### src/rtl/axi_bridge_mo.sv
// rtl/axi_bridge_mo.sv - two SRAM-like masters (fetch, data) onto one AXI3 master port
// Shared single AR slot, per-port outstanding-read counters, one write in flight.
module axi_bridge_mo #(
    parameter int         ADDR_W  = 32,
    parameter int         DATA_W  = 32,
    parameter int         RD_OUT  = 2,
    parameter logic [3:0] INST_ID = 4'd0,
    parameter logic [3:0] DATA_ID = 4'd1
) (
    input  logic                clk,
    input  logic                resetn,

    input  logic                inst_sram_req,
    input  logic                inst_sram_wr,
    input  logic [2:0]          inst_sram_size,
    input  logic [DATA_W/8-1:0] inst_sram_wstrb,
    input  logic [ADDR_W-1:0]   inst_sram_addr,
    input  logic [DATA_W-1:0]   inst_sram_wdata,
    output logic                inst_sram_addr_ok,
    output logic                inst_sram_data_ok,
    output logic [DATA_W-1:0]   inst_sram_rdata,

    input  logic                data_sram_req,
    input  logic                data_sram_wr,
    input  logic [2:0]          data_sram_size,
    input  logic [DATA_W/8-1:0] data_sram_wstrb,
    input  logic [ADDR_W-1:0]   data_sram_addr,
    input  logic [DATA_W-1:0]   data_sram_wdata,
    output logic                data_sram_addr_ok,
    output logic                data_sram_data_ok,
    output logic [DATA_W-1:0]   data_sram_rdata,

    output logic [3:0]          arid,
    output logic [ADDR_W-1:0]   araddr,
    output logic [7:0]          arlen,
    output logic [2:0]          arsize,
    output logic [1:0]          arburst,
    output logic [1:0]          arlock,
    output logic [3:0]          arcache,
    output logic [2:0]          arprot,
    output logic                arvalid,
    input  logic                arready,

    input  logic [3:0]          rid,
    input  logic [DATA_W-1:0]   rdata,
    input  logic [1:0]          rresp,
    input  logic                rlast,
    input  logic                rvalid,
    output logic                rready,

    output logic [3:0]          awid,
    output logic [ADDR_W-1:0]   awaddr,
    output logic [7:0]          awlen,
    output logic [2:0]          awsize,
    output logic [1:0]          awburst,
    output logic [1:0]          awlock,
    output logic [3:0]          awcache,
    output logic [2:0]          awprot,
    output logic                awvalid,
    input  logic                awready,

    output logic [3:0]          wid,
    output logic [DATA_W-1:0]   wdata,
    output logic [DATA_W/8-1:0] wstrb,
    output logic                wlast,
    output logic                wvalid,
    input  logic                wready,

    input  logic [3:0]          bid,
    input  logic [1:0]          bresp,
    input  logic                bvalid,
    output logic                bready
);

    localparam int               CNT_W   = $clog2(RD_OUT + 1);
    localparam logic [CNT_W-1:0] CNT_MAX = CNT_W'(RD_OUT);

    logic [CNT_W-1:0] inst_cnt;
    logic [CNT_W-1:0] data_cnt;
    logic             wr_pend;

    logic slot_avail;
    logic data_rd_req;
    logic inst_rd_ok;
    logic data_rd_ok;
    logic data_wr_ok;
    logic inst_acc;
    logic data_rd_acc;
    logic data_wr_acc;
    logic inst_ret;
    logic data_ret;

    // The slot counts as free in the cycle its current address is being taken.
    assign slot_avail  = ~arvalid | arready;
    assign data_rd_req = data_sram_req & ~data_sram_wr;

    assign inst_rd_ok = slot_avail & (inst_cnt != CNT_MAX) & ~data_rd_req;
    assign data_rd_ok = slot_avail & (data_cnt != CNT_MAX) & ~wr_pend;
    // A write waits for every data-port read to finish so reads and writes never overlap.
    assign data_wr_ok = ~wr_pend & (data_cnt == '0) & ~(arvalid & (arid == DATA_ID));

    assign inst_acc    = inst_sram_req & inst_rd_ok;
    assign data_rd_acc = data_rd_req & data_rd_ok;
    assign data_wr_acc = data_sram_req & data_sram_wr & data_wr_ok;

    assign inst_sram_addr_ok = inst_acc;
    assign data_sram_addr_ok = data_rd_acc | data_wr_acc;

    assign inst_ret = rvalid & (rid == INST_ID);
    assign data_ret = rvalid & (rid == DATA_ID);

    assign inst_sram_data_ok = inst_ret;
    assign data_sram_data_ok = data_ret | bvalid;
    assign inst_sram_rdata   = rdata;
    assign data_sram_rdata   = rdata;

    assign arlen   = 8'd0;
    assign arburst = 2'b01;
    assign arlock  = 2'b00;
    assign arcache = 4'd0;
    assign arprot  = 3'd0;
    assign awid    = DATA_ID;
    assign awlen   = 8'd0;
    assign awburst = 2'b01;
    assign awlock  = 2'b00;
    assign awcache = 4'd0;
    assign awprot  = 3'd0;
    assign wid     = DATA_ID;
    assign wlast   = 1'b1;
    assign rready  = 1'b1;
    assign bready  = 1'b1;

    logic unused_inputs;
    assign unused_inputs = ^{inst_sram_wr, inst_sram_wstrb, inst_sram_wdata, rresp, bresp, bid};

    always_ff @(posedge clk) begin
        if (!resetn) begin
            arvalid  <= 1'b0;
            arid     <= '0;
            araddr   <= '0;
            arsize   <= '0;
            awvalid  <= 1'b0;
            wvalid   <= 1'b0;
            awaddr   <= '0;
            awsize   <= '0;
            wdata    <= '0;
            wstrb    <= '0;
            wr_pend  <= 1'b0;
            inst_cnt <= '0;
            data_cnt <= '0;
        end else begin
            if (data_rd_acc) begin
                arvalid <= 1'b1;
                arid    <= DATA_ID;
                araddr  <= data_sram_addr;
                arsize  <= data_sram_size;
            end else if (inst_acc) begin
                arvalid <= 1'b1;
                arid    <= INST_ID;
                araddr  <= inst_sram_addr;
                arsize  <= inst_sram_size;
            end else if (arready) begin
                arvalid <= 1'b0;
            end

            inst_cnt <= inst_cnt + CNT_W'(inst_acc) - CNT_W'(inst_ret & rlast);
            data_cnt <= data_cnt + CNT_W'(data_rd_acc) - CNT_W'(data_ret & rlast);

            if (data_wr_acc) begin
                wr_pend <= 1'b1;
                awvalid <= 1'b1;
                wvalid  <= 1'b1;
                awaddr  <= data_sram_addr;
                awsize  <= data_sram_size;
                wdata   <= data_sram_wdata;
                wstrb   <= data_sram_wstrb;
            end else begin
                if (awready) awvalid <= 1'b0;
                if (wready)  wvalid  <= 1'b0;
                if (bvalid)  wr_pend <= 1'b0;
            end
        end
    end

endmodule
### config.mk
export PLATFORM = sky130hd
export DESIGN_NAME = axi_bridge_mo
export DESIGN_NICKNAME = d
export VERILOG_FILES = /design/src/rtl/axi_bridge_mo.sv
export SDC_FILE = /design/constraint.sdc
export NUM_CORES = 1
export LEC_CHECK = 0
export CAP_MARGIN = 5
export CORE_AREA = 2 2 166 168
export CTS_BUF_LIST = sky130_fd_sc_hd__clkbuf_4 sky130_fd_sc_hd__clkbuf_8
export CTS_CLUSTER_SIZE = 20
export DETAILED_ROUTE_END_ITERATION = 8
export DIE_AREA = 0 0 168 170
export GPL_TIMING_DRIVEN = 0
export PLACE_DENSITY = 0.61
export SLEW_MARGIN = 20
export SYNTH_ARGS = -nofsm -noshare
export SYNTH_HDL_FRONTEND = slang
export SYNTH_SLANG_ARGS = --single-unit
### constraint.sdc
create_clock -name clk -period 4.5 [get_ports clk]
set_clock_uncertainty 0.1 [all_clocks]
set_input_delay 1.35 -clock clk [delete_from_list [all_inputs] [get_ports clk]]
set_output_delay 1.35 -clock clk [all_outputs]
set_load 0.05 [all_outputs]
# Yosys cells after proc, flatten, opt, wreduce, memory -nomap -nowiden
# Index checks and enable logic that the tools add are counted.
[word_totals] out_inout_bits=230 regBits=115 word_cells=66 input_bits=198
[classes] eq_ne=3 add_sub_neg=4 reduce_logical=7 n_bitwise=24 n_mux=15
[op_table] cell="$mux 32" count=2
[op_table] cell="$and 1x1->1" count=16
[op_table] cell="$mux 1" count=11
[op_table] cell="$reduce_bool 2->1" count=4
[op_table] cell="$mux 3" count=2
[op_table] cell="$not 1->1" count=5
[op_table] cell="$add 2x1->2" count=2
[op_table] cell="$eq 4x1->1 const B" count=1
[op_table] cell="$logic_not 4->1" count=1
[op_table] cell="$ne 2x2->1 const B" count=2
[op_table] cell="$sub 2x1->2" count=2
[op_table] cell="$or 1x1->1" count=3
[op_table] cell="$reduce_bool 3->1" count=1
[op_table] cell="$logic_not 2->1" count=1

# Logic depth before layout (Yosys ltp)
[depth] depth_word=7 depth_mapped=9 ltp_nobuf=9

# Worst setup path after synthesis
# Ideal clock, no wire load.
[synth_path] path_type="input port to output port" start="input port rid[1]" end="output port inst_sram_data_ok" path_buffers=0 arrival_ns=2.424 stages=2 required_time_ns=3.050 path_slack_ns=0.626 path_cell_list="nor4b_2 > nor2b_1"
[synth_via] elab_chain_cells=2
[synth_lines] element="from (decl)" line="44" rtl="input logic [3:0] rid,"
[synth_lines] element="$logic_not 4->1" line="109" rtl="assign inst_ret = rvalid & (rid == INST_ID);"
[synth_lines] element="$and 1x1->1" line="109"
[synth_lines] element="to (decl)" line="20" rtl="output logic inst_sram_data_ok,"
# Every way passes these cells.

# Worst setup path after layout
[layout_path] start="input port data_sram_req" end="output port data_sram_addr_ok"
[layout_via] elab_chain_cells=3 word_cells_on_any_way=5 classes_between="bitwise (5)"
[layout_lines] element="from (decl)" line="23" rtl="input logic data_sram_req,"
[layout_lines] element="$and 1x1->1, on equally long branches" line="95, 104"
[layout_lines] element="$and 1x1->1, on equally long branches" line="103, 104"
[layout_lines] element="$or 1x1->1 *" line="107" rtl="assign data_sram_addr_ok = data_rd_acc | data_wr_acc;"
[layout_lines] element="to (decl)" line="29" rtl="output logic data_sram_addr_ok,"
# Mark *: on every way between the ends. The rest lies on a longest branch, timed or not.

==> results.sh <==
export IMPL_status="finished clean"
export IMPL_holdPathStages=2
export IMPL_power_density_mw_per_mm2=350
export IMPL_clk_path_buf_depth=2
export IMPL_syn_avg_cell_area_sq_um=8.72
export IMPL_synthArstFlopShare_pct=0
export IMPL_cp_cell_sequence="clkdlybuf4s50_1 -> nor2b_4 -> nand4_1 -> buf_4 -> buf_2 -> nand2_1 -> buf_2"
export IMPL_gp_congestion=0.794
export IMPL_die_x_um=168
export IMPL_clkTransAtPathRegs_ps=70
export IMPL_cts_root_buf="clkbuf_8"
export IMPL_rows=60
export IMPL_final_area_sq_mm=0.00952
export IMPL_drt_vias_per_instance=3.88
export IMPL_totalWireLength_mm=20.4
export IMPL_grt_pass1_wl_mm=29.7
export IMPL_wl_met1_mm=8.19
export IMPL_slew_violations=0
export IMPL_coreArea_sq_mm=0.0267
export IMPL_netlist_top_cell_by_area="dfxtp_1"
export IMPL_start_kind="primary input"
export IMPL_yosysWarnings=0
export IMPL_timing_rr_end="inst_cnt[1]"
export IMPL_required_ps=3050
export IMPL_ctsHoldBuffers=0
export IMPL_slowest_delay_ps=480
export IMPL_n_antenna_cell=0
export IMPL_grtUsageTotal_pct=13.8
export IMPL_synth_top_area_share_pct=41.6
export IMPL_synth_most_common_cell="nand2_1"
export IMPL_worstSetupEndpointType="primary output"
export IMPL_min_path_type="register to register"
export IMPL_synth_seq_area_share_pct=41.6
export IMPL_post_route_period_util_pct=96.8
export IMPL_drc=0
export IMPL_tritoncts="built"
export IMPL_min_period_ps=4360
export IMPL_grt_pass1_vias=5067
export IMPL_globalRoute_totalOverflow=0
export IMPL_clock_sinks=115
export IMPL_syn_inst=634
export IMPL_max_slew_margin_pct=60.2
export IMPL_first_iter_violations=159
export IMPL_regToRegSetupSlack_ps=2550
export IMPL_finalSetupTns_ps=0
export IMPL_via_count=5258
export IMPL_worstMarginPinSlew_ps=596
export IMPL_avgRoutedWirePerCell_um=15.0
export IMPL_cp_endpoint="data_sram_addr_ok"
export IMPL_antenna_found_initial=0
export IMPL_startpoint="data_sram_req"
export IMPL_final_nets=1202
export IMPL_cts_htree_levels=4
export IMPL_die_area_sq_mm=0.0286
export IMPL_synth_common_cells="nand2_1 (145), buf_4 (127), dfxtp_1 (115), a21boi_1 (65), inv_1 (38)"
export IMPL_synth_seq_cells=115
export IMPL_cp_max_fo=10
export IMPL_arrival_ps=2910
export IMPL_met3WireLength_mm=1.55
export IMPL_pin_count=428
export IMPL_io_buffers=297
export IMPL_cp_slowest_cell="clkdlybuf4s50_1"
export IMPL_start_util_pct=20.8
export IMPL_synthToLayoutAreaGrowth_pct=72.2
export IMPL_drive_gt1_share_pct=20.7
export IMPL_ys_types=29
export IMPL_dp_slack_ps=-692
export IMPL_rsz0062_at_grt="no"
export IMPL_worstReg2RegStart="arvalid"
export IMPL_hold_slack_ps=352
export IMPL_path_common_cell="buf_2"
export IMPL_r2r_cells=9
export IMPL_synth_ff_type="dfxtp_1"
export IMPL_fp_dieH_um=170
export IMPL_synthTopCellsByArea="dfxtp_1 (42%), buf_4 (17%), nand2_1 (9.8%)"
export IMPL_synth_cell_area_sq_mm=0.00553
export IMPL_placed_cell_area_sq_mm=0.00912
export IMPL_numCtsBuffers=17
export IMPL_dp_hpwl_mm=15.9
export IMPL_finalSetupViolations=0
export IMPL_leakage_nw=3.80
export IMPL_vdd_drop_max_v=0.000151
export IMPL_synth_edff_count=0
export IMPL_highest_layer="met4"
export IMPL_ant_nets=0
export IMPL_routed_wl_met2_mm=10.4
export IMPL_max_freq_mhz=230
export IMPL_finalWorstSetupSlack_ps=143
export IMPL_clkLatencyLatePin_ps=430
export IMPL_finalHoldViolations=0
export IMPL_grt_max_degree=17
export IMPL_firstDrtPassIters=4
export IMPL_crit_type="primary input to primary output"
export IMPL_drv_cap=0
## state kept, by name (all words and copies together) (netlist names)
name / cells
arvalid: 1
araddr: 32
wr_pend: 1
arid: 1
data_cnt: 2
wvalid: 1
awvalid: 1
arsize: 3
awaddr: 32
wstrb: 4
inst_cnt: 2
awsize: 3
wdata: 32
## critical path, delay by kind of cell
family	cells	cell delay, ps
buf+inv	4	1150
simple gates	3	400
## placed cells by master, fill, tap and decap left out, types with 2 or more instances in the layout
| master | instances |
|---|---|
| a21boi_0 | 11 |
| a21boi_1 | 65 |
| a21oi_1 | 6 |
| a21oi_2 | 30 |
| and2_1 | 5 |
| buf_2 | 9 |
| buf_4 | 130 |
| buf_6 | 4 |
| bufinv_16 | 2 |
| clkbuf_1 | 14 |
| clkbuf_8 | 18 |
| clkdlybuf4s50_1 | 293 |
| clkinv_2 | 2 |
| clkinv_4 | 4 |
| clkinvlp_4 | 3 |
| conb_1 | 52 |
| dfxtp_1 | 115 |
| dlygate4sd2_1 | 2 |
| ha_1 | 3 |
| inv_1 | 38 |
| inv_6 | 3 |
| nand2_1 | 145 |
| nand2b_1 | 7 |
| nand4_1 | 2 |
| o221ai_1 | 35 |
| xnor2_1 | 3 |
## per-stage QoR
stage	power, mW	std cells	util [%]
after CTS	3.39	1355	35.7
after global placement	2.35	1322	34.2
final	3.33	1355	35.7
after floorplan	1.94	684	-
after detailed placement	2.36	1322	34.2
after global routing	3.51	1355	35.7
## how the worst min path moves through the flow
stage,startpoint,to,slack (ps)
finish,wdata[17],wdata[17],350
global route,araddr[1],araddr[1],360
CTS,awaddr[4],awaddr[4],350
detailed placement,arsize[0],arsize[0],340
global placement,arsize[0],arsize[0],330
floorplan,wr_pend,wr_pend,390
## power by group
part | leakage, nW | internal, mW | total [mW] | switching [mW]
registers | 0.943 | 1.10 | 1.14 | 0.0417
clock network | 0.196 | 0.513 | 1.01 | 0.494
logic | 2.66 | 0.440 | 1.19 | 0.745
total | 3.80 | 2.05 | 3.33 | 1.28
## final cells by class
| cell class | instances | area (sq um) |
|---|---|---|
| Clock buffer | 18 | 248 |
| Tap cell | 341 | 427 |
| Timing Repair Buffer | 298 | 2970 |
| Inverter | 38 | 143 |
| Clock inverter | 14 | 154 |
| Fill cell | 2752 | 17100 |
| Buffer | 156 | 1110 |
| Multi-Input combinational cell | 375 | 2170 |
| Sequential cell | 115 | 2300 |
## cell families (layout without fill, tap and decap cells)
| logic type | count (synthesis) | after routing | share of synthesized area [%] |
|---|---|---|---|
| DFF | 115 | 115 | 41.6 |
| adders and majority gates | 3 | 3 | 0.679 |
| and+or+nand+nor | 168 | 168 | 13.1 |
| AOI/OAI and AO/OA | 148 | 148 | 21.3 |
| xor gates and xnor gates | 4 | 4 | 0.634 |
| other | 2 | 52 | 0.136 |
| buffers and inverters | 194 | 524 | 22.6 |
## metal layers
metal / vias to the layer above / global-route usage (%)
li1: 2642 / -
met1: 2391 / 15.5
met2: 209 / 25.1
met3: 16 / 4.33
met4: 0 / 3.97
met5: - / 0
## repair_timing
action,in CTS,in global routing
gates resized for setup,15,1
setup buffers,1,0
endpoints found under the hold margin,0,0
setup endpoints to repair,4,1
pin swaps,1,0
cloned,0,0
No activity file was read; power rests on OpenSTA's default activity.
